`src/rtl/agc_bank_regs.sv`:
```
// Bank-select register block: owns EB, FB and the superbank bit (channel 7)
// that the address translator reads, plus a one-entry interrupt shadow.
module agc_bank_regs #(
  parameter logic [11:0] EB_ADDR     = 12'o0003,
  parameter logic [11:0] FB_ADDR     = 12'o0004,
  parameter logic [11:0] BB_ADDR     = 12'o0006,
  parameter logic [8:0]  FEB_CHAN    = 9'o007,
  parameter int unsigned FEB_BIT     = 6,
  parameter logic [4:0]  RESET_FBANK = 5'd0
) (
  input  logic        clk,
  input  logic        rst,
  input  logic        mem_wr,
  input  logic        mem_rd,
  input  logic [11:0] mem_addr,
  input  logic [14:0] mem_wdata,
  input  logic        io_wr,
  input  logic        io_rd,
  input  logic [8:0]  io_addr,
  input  logic [14:0] io_wdata,
  input  logic        save,
  input  logic        restore,
  output logic [14:0] rdata,
  output logic        rvalid,
  output logic        hit,
  output logic [2:0]  eBank,
  output logic [4:0]  fBank,
  output logic        superBank
);

  // Address decode, shared by reads and writes.
  logic isEb, isFb, isBb, isChan;
  assign isEb   = (mem_addr == EB_ADDR);
  assign isFb   = (mem_addr == FB_ADDR);
  assign isBb   = (mem_addr == BB_ADDR);
  assign isChan = (io_addr == FEB_CHAN);

  logic memHit, ioHit;
  assign memHit = (mem_wr | mem_rd) & (isEb | isFb | isBb);
  assign ioHit  = (io_wr | io_rd) & isChan;
  assign hit    = memHit | ioHit;

  logic ebWr, fbWr, bbWr, chanWr;
  assign ebWr   = mem_wr & isEb;
  assign fbWr   = mem_wr & isFb;
  assign bbWr   = mem_wr & isBb;
  assign chanWr = io_wr & isChan;

  logic memRdHit, ioRdHit;
  assign memRdHit = mem_rd & (isEb | isFb | isBb);
  assign ioRdHit  = io_rd & isChan;

  // Shadow copy for interrupt save/restore.
  logic [2:0] shadowEb;
  logic [4:0] shadowFb;
  logic       shadowSb;

  // Next bank values: restore beats BB, BB beats the single-field writes.
  logic [2:0] eBankNext;
  logic [4:0] fBankNext;
  logic       superBankNext;

  always_comb begin
    eBankNext     = eBank;
    fBankNext     = fBank;
    superBankNext = superBank;
    if (restore) begin
      eBankNext     = shadowEb;
      fBankNext     = shadowFb;
      superBankNext = shadowSb;
    end else begin
      if (bbWr) begin
        eBankNext = mem_wdata[2:0];
        fBankNext = mem_wdata[14:10];
      end else if (ebWr) begin
        eBankNext = mem_wdata[10:8];
      end else if (fbWr) begin
        fBankNext = mem_wdata[14:10];
      end
      if (chanWr) begin
        superBankNext = io_wdata[FEB_BIT];
      end
    end
  end

  // Read formatting uses the pre-write register values, so a read and
  // write to the same register in one cycle returns the old contents.
  logic [14:0] chanWord;
  always_comb begin
    chanWord          = '0;
    chanWord[FEB_BIT] = superBank;
  end

  logic [14:0] memWord;
  always_comb begin
    memWord = '0;
    if (isEb) begin
      memWord = {4'b0, eBank, 8'b0};
    end else if (isFb) begin
      memWord = {fBank, 10'b0};
    end else if (isBb) begin
      memWord = {fBank, 7'b0, eBank};
    end
  end

  // Read handshake: rvalid is a single-cycle pulse with no back-pressure;
  // rdata is meaningful only while rvalid is high and otherwise holds.
  // A mem read takes precedence over a concurrent channel read.
  logic        rdFire;
  logic [14:0] rdataNext;
  always_comb begin
    rdFire    = memRdHit | ioRdHit;
    rdataNext = rdata;
    if (memRdHit) begin
      rdataNext = memWord;
    end else if (ioRdHit) begin
      rdataNext = chanWord;
    end
  end

  always_ff @(posedge clk) begin
    if (rst) begin
      eBank     <= 3'd0;
      fBank     <= RESET_FBANK;
      superBank <= 1'b0;
      shadowEb  <= 3'd0;
      shadowFb  <= RESET_FBANK;
      shadowSb  <= 1'b0;
      rdata     <= 15'd0;
      rvalid    <= 1'b0;
    end else begin
      eBank     <= eBankNext;
      fBank     <= fBankNext;
      superBank <= superBankNext;
      // Shadow captures the values held before this edge; with a concurrent
      // restore this produces a swap.
      if (save) begin
        shadowEb <= eBank;
        shadowFb <= fBank;
        shadowSb <= superBank;
      end
      rdata  <= rdataNext;
      rvalid <= rdFire;
    end
  end

endmodule
```
`config.mk`:
```
export PLATFORM = sky130hd
export DESIGN_NAME = agc_bank_regs
export DESIGN_NICKNAME = d
export VERILOG_FILES = /design/src/rtl/agc_bank_regs.sv
export SDC_FILE = /design/constraint.sdc
export NUM_CORES = 1
export LEC_CHECK = 0
export CAP_MARGIN = 20
export CORE_MARGIN = 5
export CORE_UTILIZATION = 30
export DETAILED_ROUTE_END_ITERATION = 8
export PLACE_DENSITY_LB_ADDON = 0.05
export SKIP_LAST_GASP = 1
export SYNTH_ARGS = -nofsm -noshare
export SYNTH_HDL_FRONTEND = slang
export SYNTH_SLANG_ARGS = --single-unit
```
`constraint.sdc`:
```
create_clock -name clk -period 3.2 [get_ports clk]
set_input_delay 0.32 -clock clk [delete_from_list [all_inputs] [get_ports clk]]
set_output_delay 0.32 -clock clk [all_outputs]
set_load 0.005 [all_outputs]
```
==> flow_summary.ini, run 1 <==
[clock_tree]
cts_tree = done
hold_buffers = 0
cts.root.buffer_cell = sky130_fd_sc_hd__clkbuf_8
htreeDepth = 2
post_cts_buffers = 0
cts_made_buffers = 5
cts.path.max_buffers = 2
clkSinkCount = 30
clock_network_latency_to_the_later_pin_of_the_worst_skew_pair_ps = 280
worst_setup_hold_path_clk_slew_ps = 60
post_cts.resized_instances = 0

[floorplanning]
die_span_y_um = 78.4
pin_count = 85
core-area_mm2 = 0.00444
dieWidth_um = 78.4
std_cell_rows = 24
fp.dieArea_mm2 = 0.00615
initial_core_util_pct = 31.6

[sta]
timing.final.hold_violations = 0
setup_viol = 0
totalNegativeSetupSlack_ps = 0
post-route-period-util_pct = 79.3
fin_worst_hold_slack_ps = 469
layout_min_cycle_time_ps = 2540
worst_clock_skew_on_the_final_layout_ps = 2.89
grt_setup_unrepaired = no
relative_slew_slack_pct = 56.1
maxClockFrequency_mhz = 394
finalMaxSlewViolations = 0
post-route-worst-setup-slack_ps = 662
worst-slew-pin-transition_ps = 658

[setup_path]
critical_path.reg2reg.endpoint = eBank[0]
timing_worst_setup_path_type = input port to output pin
slowest_stage = sky130_fd_sc_hd__clkdlybuf4s50_1
critical_path.top_delay_family = buffers and inverters
worst-endpoint-required_ps = 2880
slowest_delay_ps = 510
ff2ff_path_depth = 3
worst_path_most_repeated_cell = sky130_fd_sc_hd__clkdlybuf4s50_1
crit_arrival_ps = 2220
critical_path_buf_inv_count = 2
path_cells = clkdlybuf4s50_1 -> nor4_4 -> and3_1 -> nand3_1 -> nand4_1 -> clkdlybuf4s50_1
cp.depth = 6
timing.critical_path.to_type = output pin
startpoint_type_of_the_worst_setup_path = input port
reg2reg_setup_slack_ps = 2280
timing.rr.start = eBank[0]
critical_path_peak_fanout = 5
critical_path.startpoint = mem_addr[9]

[finish]
finish.net_count = 266
drive_gt1_share_pct = 6.31
most_used_cells_in_the_layout_excluding_fill_and_tap_cells = sky130_fd_sc_hd__clkdlybuf4s50_1, sky130_fd_sc_hd__dfxtp_1, sky130_fd_sc_hd__nor2_1
stdcell_count = 258
flow.area_growth_from_synthesis_pct = 50.8
n_antenna_cell = 0
postLayoutCoreUtil_pct = 47.7
final_cell_area_mm2 = 0.00212
leading_cell_type_in_the_layout_fill_and_taps_excluded = sky130_fd_sc_hd__clkdlybuf4s50_1
fillers = 434

[synthesis]
avgSynthCellArea_um2 = 9.62
postSynthRegisterBits = 30
yosys_warnings = 0
yosys.area.top_type_share_pct = 42.7
yosysTopAreaCell = sky130_fd_sc_hd__dfxtp_1
ys_top_cells_by_area = sky130_fd_sc_hd__dfxtp_1, sky130_fd_sc_hd__mux2i_1, sky130_fd_sc_hd__nor2_1
yosysSeqAreaShare_pct = 42.7
postSynthCellCount = 146
netlist_area_mm2 = 0.00141
synth_cell_types = 37

[pwr]
sw_frac_of_total_pct = 23.2
seq_power_share_pct = 48.3
pwr-share-comb_pct = 14.7
power_report.internal_total_mw = 0.617
worst_ir_drop_vdd_v = 0.000248
power_density_mw_per_mm2 = 379
power_frac_clock_pct = 37.0
p_leak_nw = 0.819
total_switching_power_mw = 0.186
fin_total_pwr_mw = 0.804

[placed_design]
gp_congestion = 0.749
place.detailed.hpwl_um = 3220
io_buffers = 61
pre_cts_slack_ps = 671
placed_cells = 252
placedInstanceArea_mm2 = 0.00204

[global_routing]
antenna_found_initial = 0
grt_pass1_wl_um = 6930
globalRouteOverflowTotal = 0
grt_start_max_net_pins = 15
grt_usage_pct = 14.5
number_of_global_route_vias_before_repair = 1371

[hold_path]
holdPathStages = 1
worst_min_delay_path_endpoint = rdata[10]
hold_class = register to register
worst_hold_startpoint = rdata[10]

[route]
drt_iter0_markers = 69
dr_total_vias = 1331
total_wirelength_of_the_detailed_routed_design_um = 4140
drc = 0
vias_per_cell = 5.16
dr.pass1.iters = 4
postRouteAntennaNets = 0
routed_wire_length_per_instance_um = 16.0

[run_status]
status = finished, final reports clean

[flow_run]
timing.max_cap.violations = 0
-- worst register-to-register path, stage by stage, from the launching register on --
cell                      delay [ps]
sky130_fd_sc_hd__dfxtp_1         420
sky130_fd_sc_hd__nor3b_1         250
sky130_fd_sc_hd__a21oi_1         110
sky130_fd_sc_hd__o21ai_0          70
-- area by class of cell --
| cell class | count | area, µm² | share of cell area [%] |
|---|---|---|---|
| multi-input combinational | 105 | 738 | 34.8 |
| clock buffer | 6 | 82.6 | 3.90 |
| timing repair buffer | 63 | 626 | 29.5 |
| sequential | 30 | 601 | 28.3 |
| inverter | 2 | 7.51 | 0.354 |
| tap | 52 | 65.1 | 3.07 |
-- cell families after synthesis --
| family | after synthesis | synth area share [%] |
|---|---|---|
| AND/OR/NAND/NOR | 54 | 22.0 |
| AO/OA/AOI/OAI | 30 | 17.5 |
| flip-flops | 30 | 42.7 |
| multiplexers | 16 | 11.4 |
| buffers and inverters | 14 | 5.52 |
| XOR/XNOR | 1 | 0.623 |
| other | 1 | 0.267 |
-- worst max path at each step --
stage	endpoint
final	hit
after global routing	hit
after CTS	hit
after detailed placement	hit
after global placement	hit
after floorplan	rdata[0]
-- per-layer routing --
metal	vias up	share of wire, %	global-route usage (%)
met5	-	0	0
met4	0	1.3	5.24
met3	7	6.2	4.69
met2	40	50	24.7
met1	634	43	17.1
li1	650	-	-
-- sequential cells by signal (all words and copies together), names as in the netlist --
name	flops
eBank	3
rvalid	1
rdata	11
superBank	1
shadowEb	3
shadowSb	1
fBank	5
shadowFb	5
-- power groups by stage --
stage / Sequential [mW] / Clock, mW / Combinational, mW
6_report: 0.388 / 0.297 / 0.118
5_1_grt: 0.389 / 0.324 / 0.129
4_1_cts: 0.388 / 0.304 / 0.119
3_5_place_dp: 0.396 / 0 / 0.118
3_3_place_gp: 0.396 / 0 / 0.115
2_1_floorplan: 0.395 / 0 / 0.0477
-- cell usage after synthesis --
cell,n
sky130_fd_sc_hd__a41o_1,1
sky130_fd_sc_hd__conb_1,1
sky130_fd_sc_hd__mux2i_1,16
sky130_fd_sc_hd__nor4b_2,1
sky130_fd_sc_hd__inv_1,2
sky130_fd_sc_hd__or2b_1,1
sky130_fd_sc_hd__nand2_1,5
sky130_fd_sc_hd__o2bb2ai_1,1
sky130_fd_sc_hd__nor2_1,24
sky130_fd_sc_hd__nand3_1,5
sky130_fd_sc_hd__a22o_1,9
sky130_fd_sc_hd__a311oi_1,1
sky130_fd_sc_hd__a21oi_1,4
sky130_fd_sc_hd__and3b_1,1
sky130_fd_sc_hd__buf_1,2
sky130_fd_sc_hd__a211oi_1,6
sky130_fd_sc_hd__and3_1,2
sky130_fd_sc_hd__buf_6,1
sky130_fd_sc_hd__nor3_2,1
sky130_fd_sc_hd__o2bb2a_1,1
sky130_fd_sc_hd__buf_4,4
sky130_fd_sc_hd__o21ai_0,3
sky130_fd_sc_hd__nor2b_1,2
sky130_fd_sc_hd__nand4_1,3
sky130_fd_sc_hd__clkbuf_1,3
sky130_fd_sc_hd__dfxtp_1,30
sky130_fd_sc_hd__nor4_4,1
sky130_fd_sc_hd__buf_2,2
sky130_fd_sc_hd__and4b_1,2
sky130_fd_sc_hd__nor4bb_1,1
sky130_fd_sc_hd__a22oi_1,3
sky130_fd_sc_hd__a311oi_4,1
sky130_fd_sc_hd__nand3b_1,1
sky130_fd_sc_hd__xor2_1,1
sky130_fd_sc_hd__and3_4,1
sky130_fd_sc_hd__nor3b_1,2
sky130_fd_sc_hd__nor3_1,1
No activity file was read; power rests on OpenSTA's default activity.
==> run 2: changes to the inputs <==
Clock period 3.2 ns to 2.6 ns, I/O delays scaled along.
==> flow_summary.ini, run 2 (synthesis results as in run 1) <==
[finish]
finish.net_count = 268
regMostFlops = rdata
flow.area_growth_from_synthesis_pct = 52.5
seqCellArea_um2 = 601
leading_cell_type_in_the_layout_fill_and_taps_excluded = sky130_fd_sc_hd__clkdlybuf4s50_1
largest_reg_flops = 11
combined_area_of_the_multi_input_logic_cells_um2 = 738
n_antenna_cell = 0
top_regs = rdata: 11 flops, fBank: 5 flops, shadowFb: 5 flops
drive_gt1_share_pct = 7.62
fillers = 441
final_cell_area_mm2 = 0.00214
most_used_cells_in_the_layout_excluding_fill_and_tap_cells = sky130_fd_sc_hd__clkdlybuf4s50_1, sky130_fd_sc_hd__dfxtp_1, sky130_fd_sc_hd__nor2_1

[route]
dr_total_vias = 1366
routed_wire_length_per_instance_um = 16.1
dr.pass1.iters = 4
postRouteAntennaNets = 0
drc = 0
drt_iter0_markers = 65
total_wirelength_of_the_detailed_routed_design_um = 4220
vias_per_cell = 5.21

[clock_tree]
post_cts.resized_instances = 0
htreeDepth = 2
cts.path.max_buffers = 2
hold_buffers = 0
clock_network_latency_to_the_later_pin_of_the_worst_skew_pair_ps = 270
cts_tree = done
cts.root.buffer_cell = sky130_fd_sc_hd__clkbuf_8
cts_made_buffers = 5
post_cts_buffers = 0
clkSinkCount = 30
worst_setup_hold_path_clk_slew_ps = 70

[setup_path]
critical_path_buf_inv_count = 2
slowest_delay_ps = 510
worst-endpoint-required_ps = 2340
startpoint_type_of_the_worst_setup_path = input port
slowest_stage = sky130_fd_sc_hd__clkdlybuf4s50_1
timing_worst_setup_path_type = input port to output pin
critical_path_peak_fanout = 4
crit_arrival_ps = 2060
path_cells = clkdlybuf4s50_1 -> nor4_4 -> and3_1 -> nand3_1 -> nand4_1 -> clkdlybuf4s50_1
worst_path_most_repeated_cell = sky130_fd_sc_hd__clkdlybuf4s50_1
critical_path.top_delay_family = buffers and inverters
timing.critical_path.to_type = output pin

[floorplanning]
pin_count = 85
core-area_mm2 = 0.00444
die_span_y_um = 78.4
initial_core_util_pct = 31.6
dieWidth_um = 78.4
fp.dieArea_mm2 = 0.00615
std_cell_rows = 24

[sta]
post-route-period-util_pct = 89.4
worst_clock_skew_on_the_final_layout_ps = 4.79
layout_min_cycle_time_ps = 2320
maxClockFrequency_mhz = 430
timing.final.hold_violations = 0
finalMaxSlewViolations = 0
worst-slew-pin-transition_ps = 633
relative_slew_slack_pct = 57.8
setup_viol = 0
totalNegativeSetupSlack_ps = 0
grt_setup_unrepaired = no

[global_routing]
grt_start_max_net_pins = 15
globalRouteOverflowTotal = 0
grt_usage_pct = 14.3
grt_pass1_wl_um = 6840
number_of_global_route_vias_before_repair = 1393
antenna_found_initial = 0

[placed_design]
place.detailed.hpwl_um = 3280
placedInstanceArea_mm2 = 0.00205
io_buffers = 61
gp_congestion = 0.763

[pwr]
p_leak_nw = 0.835
power_density_mw_per_mm2 = 470
worst_ir_drop_vdd_v = 0.000330

[run_status]
status = finished, final reports clean

[hold_path]
hold_class = register to register

[flow_run]
timing.max_cap.violations = 0
==> run 2: routing by layer <==
layer	wire [µm]	GRT usage, %	part of all wire, %	up-vias
met1	1840	16.6	43	648
met2	2070	24.1	49	60
met4	53	4.02	1.3	0
met5	0	0	0	-
met3	267	6.18	6.3	8
li1	-	-	-	650
==> run 2: power breakdown <==
part / total, mW / internal (mW) / switching [mW] / leakage, nW
sequential: 0.478 / 0.469 / 0.00848 / 0.243
combinational: 0.147 / 0.0877 / 0.0598 / 0.543
clock: 0.382 / 0.213 / 0.169 / 0.0482
==> run 2: cell type report <==
cell class	instances	area share (%)
Timing Repair Buffer	65	29.9
Clock buffer	7	4.03
Inverter	2	0.350
Sequential cell	30	28.0
Tap cell	52	3.04
Multi-Input combinational cell	105	34.4
Clock inverter	1	0.234
==> run 2: path summary, 6_finish.rpt <==
path / start / end / slack, ps / cells after the start
max reg2reg: eBank[2] / rdata[10] / 1700 / 3
min: rdata[10] / rdata[10] / 470 / 1
max: mem_addr[9] / hit / 280 / 6
min reg2reg: rdata[10] / rdata[10] / 470 / 1
==> run 2: metrics by stage <==
stage | instances | power, mW | setup WS (ps) | hold WS [ps] | utilization (%)
floorplan | 149 | 0.545 | 1240 | 372 | -
global placement | 254 | 0.630 | 262 | 458 | 46.2
detailed placement | 254 | 0.634 | 262 | 457 | 46.2
CTS | 262 | 1.02 | 256 | 473 | 48.2
global route | 262 | 1.05 | 185 | 508 | 48.2
finish | 262 | 1.01 | 276 | 472 | 48.2
==> run 3: changes to the inputs <==
Settings changed: SKIP_CTS_REPAIR_TIMING set to 1.
==> results of run 3 <==
No change in the layout: final DEF, timing and power equal those of run 2.
